[config.mk]
export PLATFORM = sky130hd
export DESIGN_NAME = stream_fifo
export DESIGN_NICKNAME = d
export VERILOG_FILES = /design/src/rtl/stream_fifo_pkg.sv /design/src/rtl/fifo_mem.sv /design/src/rtl/stream_fifo.sv
export SDC_FILE = /design/constraint.sdc
export NUM_CORES = 1
export LEC_CHECK = 0
export BUFFER_PORTS_ARGS = -buffer_cell sky130_fd_sc_hd__buf_2
export CAP_MARGIN = 5
export CORE_MARGIN = 3
export CORE_UTILIZATION = 56
export CTS_CLUSTER_SIZE = 20
export DETAILED_ROUTE_END_ITERATION = 10
export GPL_ROUTABILITY_DRIVEN = 1
export PLACE_DENSITY = 0.79
export SKIP_LAST_GASP = 1
export SLEW_MARGIN = 0
export SYNTH_ARGS = -nofsm -noshare
export SYNTH_HDL_FRONTEND = slang
export SYNTH_SLANG_ARGS = --single-unit
[constraint.sdc]
create_clock -name clk -period 2.5 [get_ports clk]
set_clock_uncertainty 0.2 [all_clocks]
set_input_delay 0.5 -clock clk [delete_from_list [all_inputs] [get_ports clk]]
set_output_delay 0.5 -clock clk [all_outputs]
set_load 0.03 [all_outputs]
[src/rtl/stream_fifo_pkg.sv]
// Shared stream-library helpers: constant clog2 used to size pointers and occupancy counters.
package stream_fifo_pkg;

  // Ceiling log2 of n; returns 0 for n <= 1.
  function automatic int unsigned clog2(input int unsigned n);
    int unsigned r;
    r = 0;
    for (int unsigned v = 1; v < n; v = v << 1) begin
      r = r + 1;
    end
    return r;
  endfunction

endpackage

[src/rtl/fifo_mem.sv]
// DEPTH x DATA_W register array: one synchronous write port and one asynchronous read port, no reset.
module fifo_mem #(
  parameter int unsigned DATA_W = 32,
  parameter int unsigned DEPTH  = 4,
  parameter int unsigned ADDR_W = 2
) (
  input  logic              clk,
  input  logic              we,
  input  logic [ADDR_W-1:0] waddr,
  input  logic [DATA_W-1:0] wdata,
  input  logic [ADDR_W-1:0] raddr,
  output logic [DATA_W-1:0] rdata
);

  logic [DATA_W-1:0] mem [DEPTH];

  always_ff @(posedge clk) begin
    if (we) begin
      mem[waddr] <= wdata;
    end
  end

  assign rdata = mem[raddr];

endmodule

[src/rtl/stream_fifo.sv]
// Synchronous rdy/ack stream FIFO; owns pointers, occupancy, flags and handshakes around fifo_mem.
module stream_fifo
  import stream_fifo_pkg::*;
#(
  parameter int unsigned DATA_W    = 32,
  parameter int unsigned DEPTH     = 4,
  parameter int unsigned AFULL_LVL = 3,
  localparam int unsigned PTR_W    = (DEPTH > 1) ? clog2(DEPTH) : 1,
  localparam int unsigned LVL_W    = clog2(DEPTH + 1)
) (
  input  logic              clk,
  input  logic              rstn,
  input  logic              rdy_in,
  output logic              ack_in,
  input  logic [DATA_W-1:0] data_in,
  output logic              rdy_out,
  input  logic              ack_out,
  output logic [DATA_W-1:0] data_out,
  output logic [LVL_W-1:0]  level,
  output logic              almost_full,
  output logic              overflow_err
);

  logic [PTR_W-1:0] wr_ptr_q, wr_ptr_d;
  logic [PTR_W-1:0] rd_ptr_q, rd_ptr_d;
  logic [LVL_W-1:0] level_q, level_d;
  logic             overflow_q, overflow_d;
  logic             full, empty, push, pop;

  assign full  = (level_q == LVL_W'(DEPTH));
  assign empty = (level_q == '0);

  // Handshakes depend only on registered level; outputs show the reset state while rstn is low.
  assign ack_in      = !rstn || !full;
  assign rdy_out     = rstn && !empty;
  assign almost_full = rstn && (level_q >= LVL_W'(AFULL_LVL));

  assign push = rdy_in && ack_in;
  assign pop  = rdy_out && ack_out;

  always_comb begin
    wr_ptr_d   = wr_ptr_q;
    rd_ptr_d   = rd_ptr_q;
    level_d    = level_q;
    overflow_d = overflow_q;
    if (push) begin
      wr_ptr_d = (wr_ptr_q == PTR_W'(DEPTH - 1)) ? '0 : wr_ptr_q + PTR_W'(1);
    end
    if (pop) begin
      rd_ptr_d = (rd_ptr_q == PTR_W'(DEPTH - 1)) ? '0 : rd_ptr_q + PTR_W'(1);
    end
    if (push && !pop) begin
      level_d = level_q + LVL_W'(1);
    end else if (pop && !push) begin
      level_d = level_q - LVL_W'(1);
    end
    if (push && full) begin
      overflow_d = 1'b1;
    end
  end

  always_ff @(posedge clk) begin
    if (!rstn) begin
      wr_ptr_q   <= '0;
      rd_ptr_q   <= '0;
      level_q    <= '0;
      overflow_q <= 1'b0;
    end else begin
      wr_ptr_q   <= wr_ptr_d;
      rd_ptr_q   <= rd_ptr_d;
      level_q    <= level_d;
      overflow_q <= overflow_d;
    end
  end

  fifo_mem #(
    .DATA_W(DATA_W),
    .DEPTH (DEPTH),
    .ADDR_W(PTR_W)
  ) u_mem (
    .clk  (clk),
    .we   (push && rstn),
    .waddr(wr_ptr_q),
    .wdata(data_in),
    .raddr(rd_ptr_q),
    .rdata(data_out)
  );

  assign level        = level_q;
  assign overflow_err = overflow_q;

endmodule

==> metrics.txt, run 1 <==
worst hold path depth=1; synthesized area per cell=23.43 sq um; global-route usage over all layers=19.36%; leakage power=2.293 nW; H-Tree Depth=4; largest net degree at the start of global routing=33; Reg area=4054 sq um; CP arrival=1.80 ns; mux contribution to synthesized area=14.19%; largest family of logic cells by synthesized area=multiplexers; grt ovf=0; minimum clock period=2.504 ns; Skew-Pair Late Insertion Delay=0.50 ns; final WL=9.169 mm; multi-input logic area=1051 sq um; Sink Count=138; Fillers=491; crit end category=primary output; total die area=10480 sq um; final slew viol count=0; I/O pin total=75; length in cells of the worst reg-to-reg path=7; # setup viols final=1; fmax=399.3 MHz; Post-Synthesis Net Count=265; max_cap viols=0; Final Hold Fails=0; vias per inst=5.506; CTS clk-pin slew, worst paths=0.06 ns; number of CTS-inserted buffers=17; num rows=34; initial core utilization=58.51%; first-pass GRT wire length=14.40 mm; Mapped Cells=222; CTS Buffer Depth=2; HPWL Detailed=5.456 mm; Seq/Total Area, Yosys=77.73%; Die Ht=102.4 um; Synth warnings=0; Post-Synth Adder-Cell Area=1.828%; unrepaired setup endpoints after global routing=yes; number of detailed-route iterations in the first pass=4; fin util=73.98%; Final WS setup=-0.004144 ns; simple-gate share of the synthesized area=2.357%; Placer Congestion=0.7181; placed insts=410; crit path max fanout=12; failing checks=setup timing; final instance area=6578 sq um; Syn Std Cell Area=5202 sq um; CTS tree=done; Nets=388; WS Path Type=reg2out; Diodes inserted=0; worst min-delay path category=in2reg; Cell variety after synth=30; vias in the first global route=2694; Worst-Margin Slew=0.3849 ns; chip width=102.4 um; initial antenna violation count=0; Post-Synth XOR/XNOR Area=0.3367%; area grow syn2layout=26.43%; period utilization=100.2%; wire length per cell=19.68 um; element type at the critical path start=flop; post-route insts no fill=466; worst path required time=1.80 ns; outcome=finished with violations; share of cells above drive strength 1=45.53%; # DRC=0; post-synthesis compound-gate area fraction=1.539%; Area after DPL=5796 sq um; pwr dens=1035 nW/um^2; Slew headroom=74.12%; core area=8891 sq um; post-route ant nets=0; DR vias=2566; peak supply drop=0.0006610 V; clock root buffer=clkbuf_8; Yosys reg bits=138; Hold WS=0.02519 ns; buffers added on ports=74; Detailed Route Iter0 Violations=113
## synth_stat cells, drive strengths merged
master   instances  share of area, %
edfxtp         128                74
mux4            32                14
dfxtp           10               3.8
and2             7              0.89
buf              7               1.7
ha               6               1.4
inv              4              0.29
o21ai            4              0.38
nand2            3              0.22
a21oi            2              0.19
nand3            2              0.19
nand4            2              0.24
nor2             2              0.14
nor2b            2              0.24
a21boi           1              0.14
clkbuf           1             0.072
fa               1              0.38
mux2i            1              0.19
nand4bb          1              0.31
o311ai           1              0.51
o31a             1              0.17
o31ai            1              0.14
or3              1              0.12
xnor2            1              0.17
xor2             1              0.17
## per-layer routing
metal | wire length, um | global-route usage (%) | up-vias | part of all wire (%)
li1 | - | - | 1175 | -
met5 | 0 | 0 | - | 0
met3 | 368 | 5.051 | 9 | 4.0
met1 | 3868 | 24.56 | 1305 | 42
met2 | 4841 | 32.18 | 77 | 53
met4 | 91 | 7.871 | 0 | 0.99
## worst max-delay path: stages (launching register included)
cell     delay (ns)
dfxtp_4        0.40
buf_12         0.17
mux4_2         0.54
buf_2          0.20
## power breakdown
group          switching, mW  internal (mW)
combinational           1.00          0.755
sequential             0.123           2.70
clock                  0.915           1.32
total                   2.04           4.77
## cell families after synthesis
kind of cell             Yosys count
AO/OA/AOI/OAI                     10
XOR/XNOR                           2
adder cells (fa/ha/maj)            7
buffers and inverters             12
flip-flops                       138
multiplexers                      33
AND/OR/NAND/NOR                   20
## stage by stage
stage / worst slack [ns] / total power [mW] / TNS, ns
floorplan: 0.01855 / 4.137 / 0
global placement: 0.1239 / 4.538 / 0
detailed placement: 0.02058 / 4.575 / 0
CTS: -0.06103 / 6.872 / -0.3993
global route: -0.08139 / 7.092 / -1.232
finish: -0.004144 / 6.811 / -0.004144
## layout make-up
cell class / instances / share of cell area [%]
timing repair buffer: 112 / 11.87
tap: 108 / 2.054
clock buffer: 18 / 6.353
clock inverter: 14 / 1.883
sequential: 138 / 61.63
inverter: 4 / 0.2283
multi-input combinational: 72 / 15.98
## path summary, 6_finish.rpt
kind / from / to / slack [ns]
setup / recovery: flop / data_out[6] / -0.004
hold / removal: data_in[26] / u_mem.mem[0][26] / 0.03
setup reg to reg: level[0] / level[2] / 0.14
hold reg to reg: overflow_err / overflow_err / 0.27
## registers in the layout (all words and copies together) (netlist names), named ones only
signal and cells:
rd_ptr_q 2, level 3, u_mem.mem 128, overflow_err 1
wr_ptr_q 2
## repair_timing
item,in CTS,in global routing
endpoints found under the hold margin,76,4
setup endpoints to repair,29,32
buffers inserted,2,0
hold buffers,21,1
gates resized for setup,5,2
## cells in the final DEF (no fill, tap or decap), types with 2 or more instances in the layout
cell | Yosys | layout
dlygate4sd3_1 | 0 | 22
buf_4 | 0 | 14
edfxtp_1 | 128 | 128
mux4_2 | 30 | 32
nand2_1 | 3 | 3
clkbuf_16 | 0 | 16
nand3_1 | 2 | 2
and2_2 | 0 | 4
nand4_1 | 2 | 2
inv_1 | 4 | 4
o21ai_0 | 2 | 2
and2_1 | 6 | 2
buf_12 | 3 | 5
nor2b_1 | 2 | 2
clkinvlp_4 | 0 | 6
dfxtp_2 | 0 | 2
ha_1 | 6 | 6
clkinv_2 | 0 | 2
buf_2 | 3 | 71
inv_6 | 0 | 3
dfxtp_1 | 10 | 6
a21oi_1 | 2 | 2
nor2_1 | 2 | 2
o21ai_1 | 2 | 2
dfxtp_4 | 0 | 2
(Power assumes the default switching activity.)
==> run 2, diff against run 1 <==
- MAX_ROUTING_LAYER: not set -> met4
- SKIP_CTS_REPAIR_TIMING: not set -> 1
==> run 2 against run 1 <==
Net effect:
- the run still ends with setup timing left
- worst hold slack worse by 0.016 ns
- flip-flop and latch count unchanged
- critical path depth stayed put
- register-to-register slack barely moved
- count of clock-buffer cells in the layout unchanged
- sequential power is essentially flat
- cell count fell by 2.8%
==> metrics.txt, run 2 (same netlist as run 1, synthesis figures left out) <==
GRT met1 Usage=23.92% (-0.64 points); Total Power=7.150 mW (+5.0%); fmax=383.8 MHz (-3.9%); unrepaired setup endpoints after global routing=yes; CTS tree=done; global routing's busiest layer=met2; num rows=34 (unchanged); Detailed Route Iter0 Violations=136 (+20%); vias in the first global route=2559 (-5.0%); grt ovf=0 (unchanged); Final Hold Fails=0 (unchanged); Sink Count=138 (unchanged); buffers added on ports=74 (unchanged); peak supply drop=0.0006875 V (+4.0%); element type at the critical path start=flop; max_cap viols=0 (unchanged); Diodes inserted=0 (unchanged); chip width=102.4 um (unchanged); Worst-Margin Slew=0.3832 ns (-0.001760 ns); # setup viols final=31 (+30); final slew viol count=0 (unchanged); Die Ht=102.4 um (unchanged); minimum clock period=2.605 ns (+0.1011 ns); wire length per cell=21.14 um (+7.4%); largest net degree at the start of global routing=33 (unchanged); # DRC=0 (unchanged); post-route ant nets=0 (unchanged); H-Tree Depth=4 (unchanged); Placer Congestion=0.7265 (+1.2%); max reg flops=128 (unchanged); global-route usage over all layers=18.77% (-0.60 points); Skew-Pair Late Insertion Delay=0.50 ns (about the same); GRT met3 Usage=4.915% (-0.14 points); crit end category=primary output; met2 Use GR=29.09% (-3.1 points); post-route insts no fill=453 (-2.8%); leakage power=2.311 nW (+0.78%); CP max-delay cell=mux4_2; initial core utilization=58.51% (unchanged); dpl ws=0.02058 ns (unchanged); failing checks=setup timing; number of CTS-inserted buffers=17 (unchanged); Nets=375 (-3.4%); worst path required time=1.80 ns (about the same); vias per inst=5.618 (+2.0%); worst min-delay path category=in2reg; Top delay family on crit path=multiplexers; clock root buffer=clkbuf_8; HPWL Detailed=5.456 mm (unchanged); first-pass GRT wire length=13.52 mm (-6.1%); CTS clk-pin slew, worst paths=0.06 ns (about the same); largest stage delay on the critical path=0.54 ns (about the same); core area=8891 sq um (unchanged); share of cells above drive strength 1=47.83% (+2.3 points); Hold WS=0.009420 ns (-0.01577 ns); CTS Buffer Depth=2 (unchanged); area grow syn2layout=27.85%; total die area=10480 sq um (unchanged); I/O pin total=75 (unchanged); Slew headroom=74.24% (+0.12 points); period utilization=104.2% (+4.0 points); Largest Register=u_mem.mem; placed insts=410 (unchanged); most frequent cells in the layout=edfxtp_1 (128), buf_2 (45), mux4_2 (32), buf_6 (29), clkbuf_16 (18); fin util=74.81% (+0.83 points); crit path max fanout=8 (-4); Final WS setup=-0.1053 ns (-0.1011 ns); most common cell after layout, fill and taps aside=edfxtp_1; CP arrival=1.91 ns (+0.11 ns); number of detailed-route iterations in the first pass=4 (unchanged); Cell Chain, Critical Path=clkbuf_16 -> mux4_2 -> buf_6; DR vias=2545 (-0.82%); final WL=9.575 mm (+4.4%); initial antenna violation count=0 (unchanged); WS Path Type=reg2out; outcome=finished with violations; Bufs and invs on worst path=2 (unchanged); pwr dens=1075 nW/um^2 (+3.8%)
run 2: changes by cell type in the layout (fill, tap and decap cells not counted):
cell           change
buf_4              -3
dlygate4sd3_1     -15
buf_2             -26
clkbuf_16          +2
buf_6             +29
run 2: routing by layer:
metal | share of wire (%) | up-vias
met3 | 4.0 | 16
li1 | - | 1149
met1 | 42 | 1300
met4 | 1.6 | 0
met2 | 52 | 80
met5 | 0 | -
run 2: worst register-to-register path, stage by stage (launching register included):
cell and delay (ns):
dfxtp_2 0.38, o311ai_4 0.37, ha_1 0.25, inv_1 0.06
fa_1 0.38, xor2_1 0.18, or3_1 0.30, a21boi_0 0.16
run 2: path summary, 6_finish.rpt:
path / cells after the start / endpoint / from / slack (ns)
max: 3 / data_out[13] / flop / -0.11
min: 1 / u_mem.mem[0][30] / data_in[30] / 0.009
max reg2reg: 7 / level[2] / level[0] / 0.14
min reg2reg: 1 / overflow_err / overflow_err / 0.27
run 2: final cells by class:
cell class	count	area, sq um
Clock buffer	18	417.9
Tap cell	108	135.1
Multi-Input combinational cell	72	1051
Sequential cell	138	4054
Timing Repair Buffer	99	854.6
Fill cell	487	2240
Clock inverter	14	123.9
Inverter	4	15.01
run 2: per-stage QoR:
step                instance area, sq um  TNS (ns)
finish                              6651    -1.212
CTS                                 6337    -4.289
detailed placement                  5796         0
global placement                    5796         0
floorplan                           5205         0
global route                        6651    -3.080
run 2: report_power, final:
group	internal [mW]	total (mW)	switching, mW	leakage, nW
combinational	1.00	2.07	1.06	0.818
sequential	2.70	2.84	0.145	1.25
clock	1.32	2.24	0.924	0.248
total	5.02	7.15	2.13	2.31
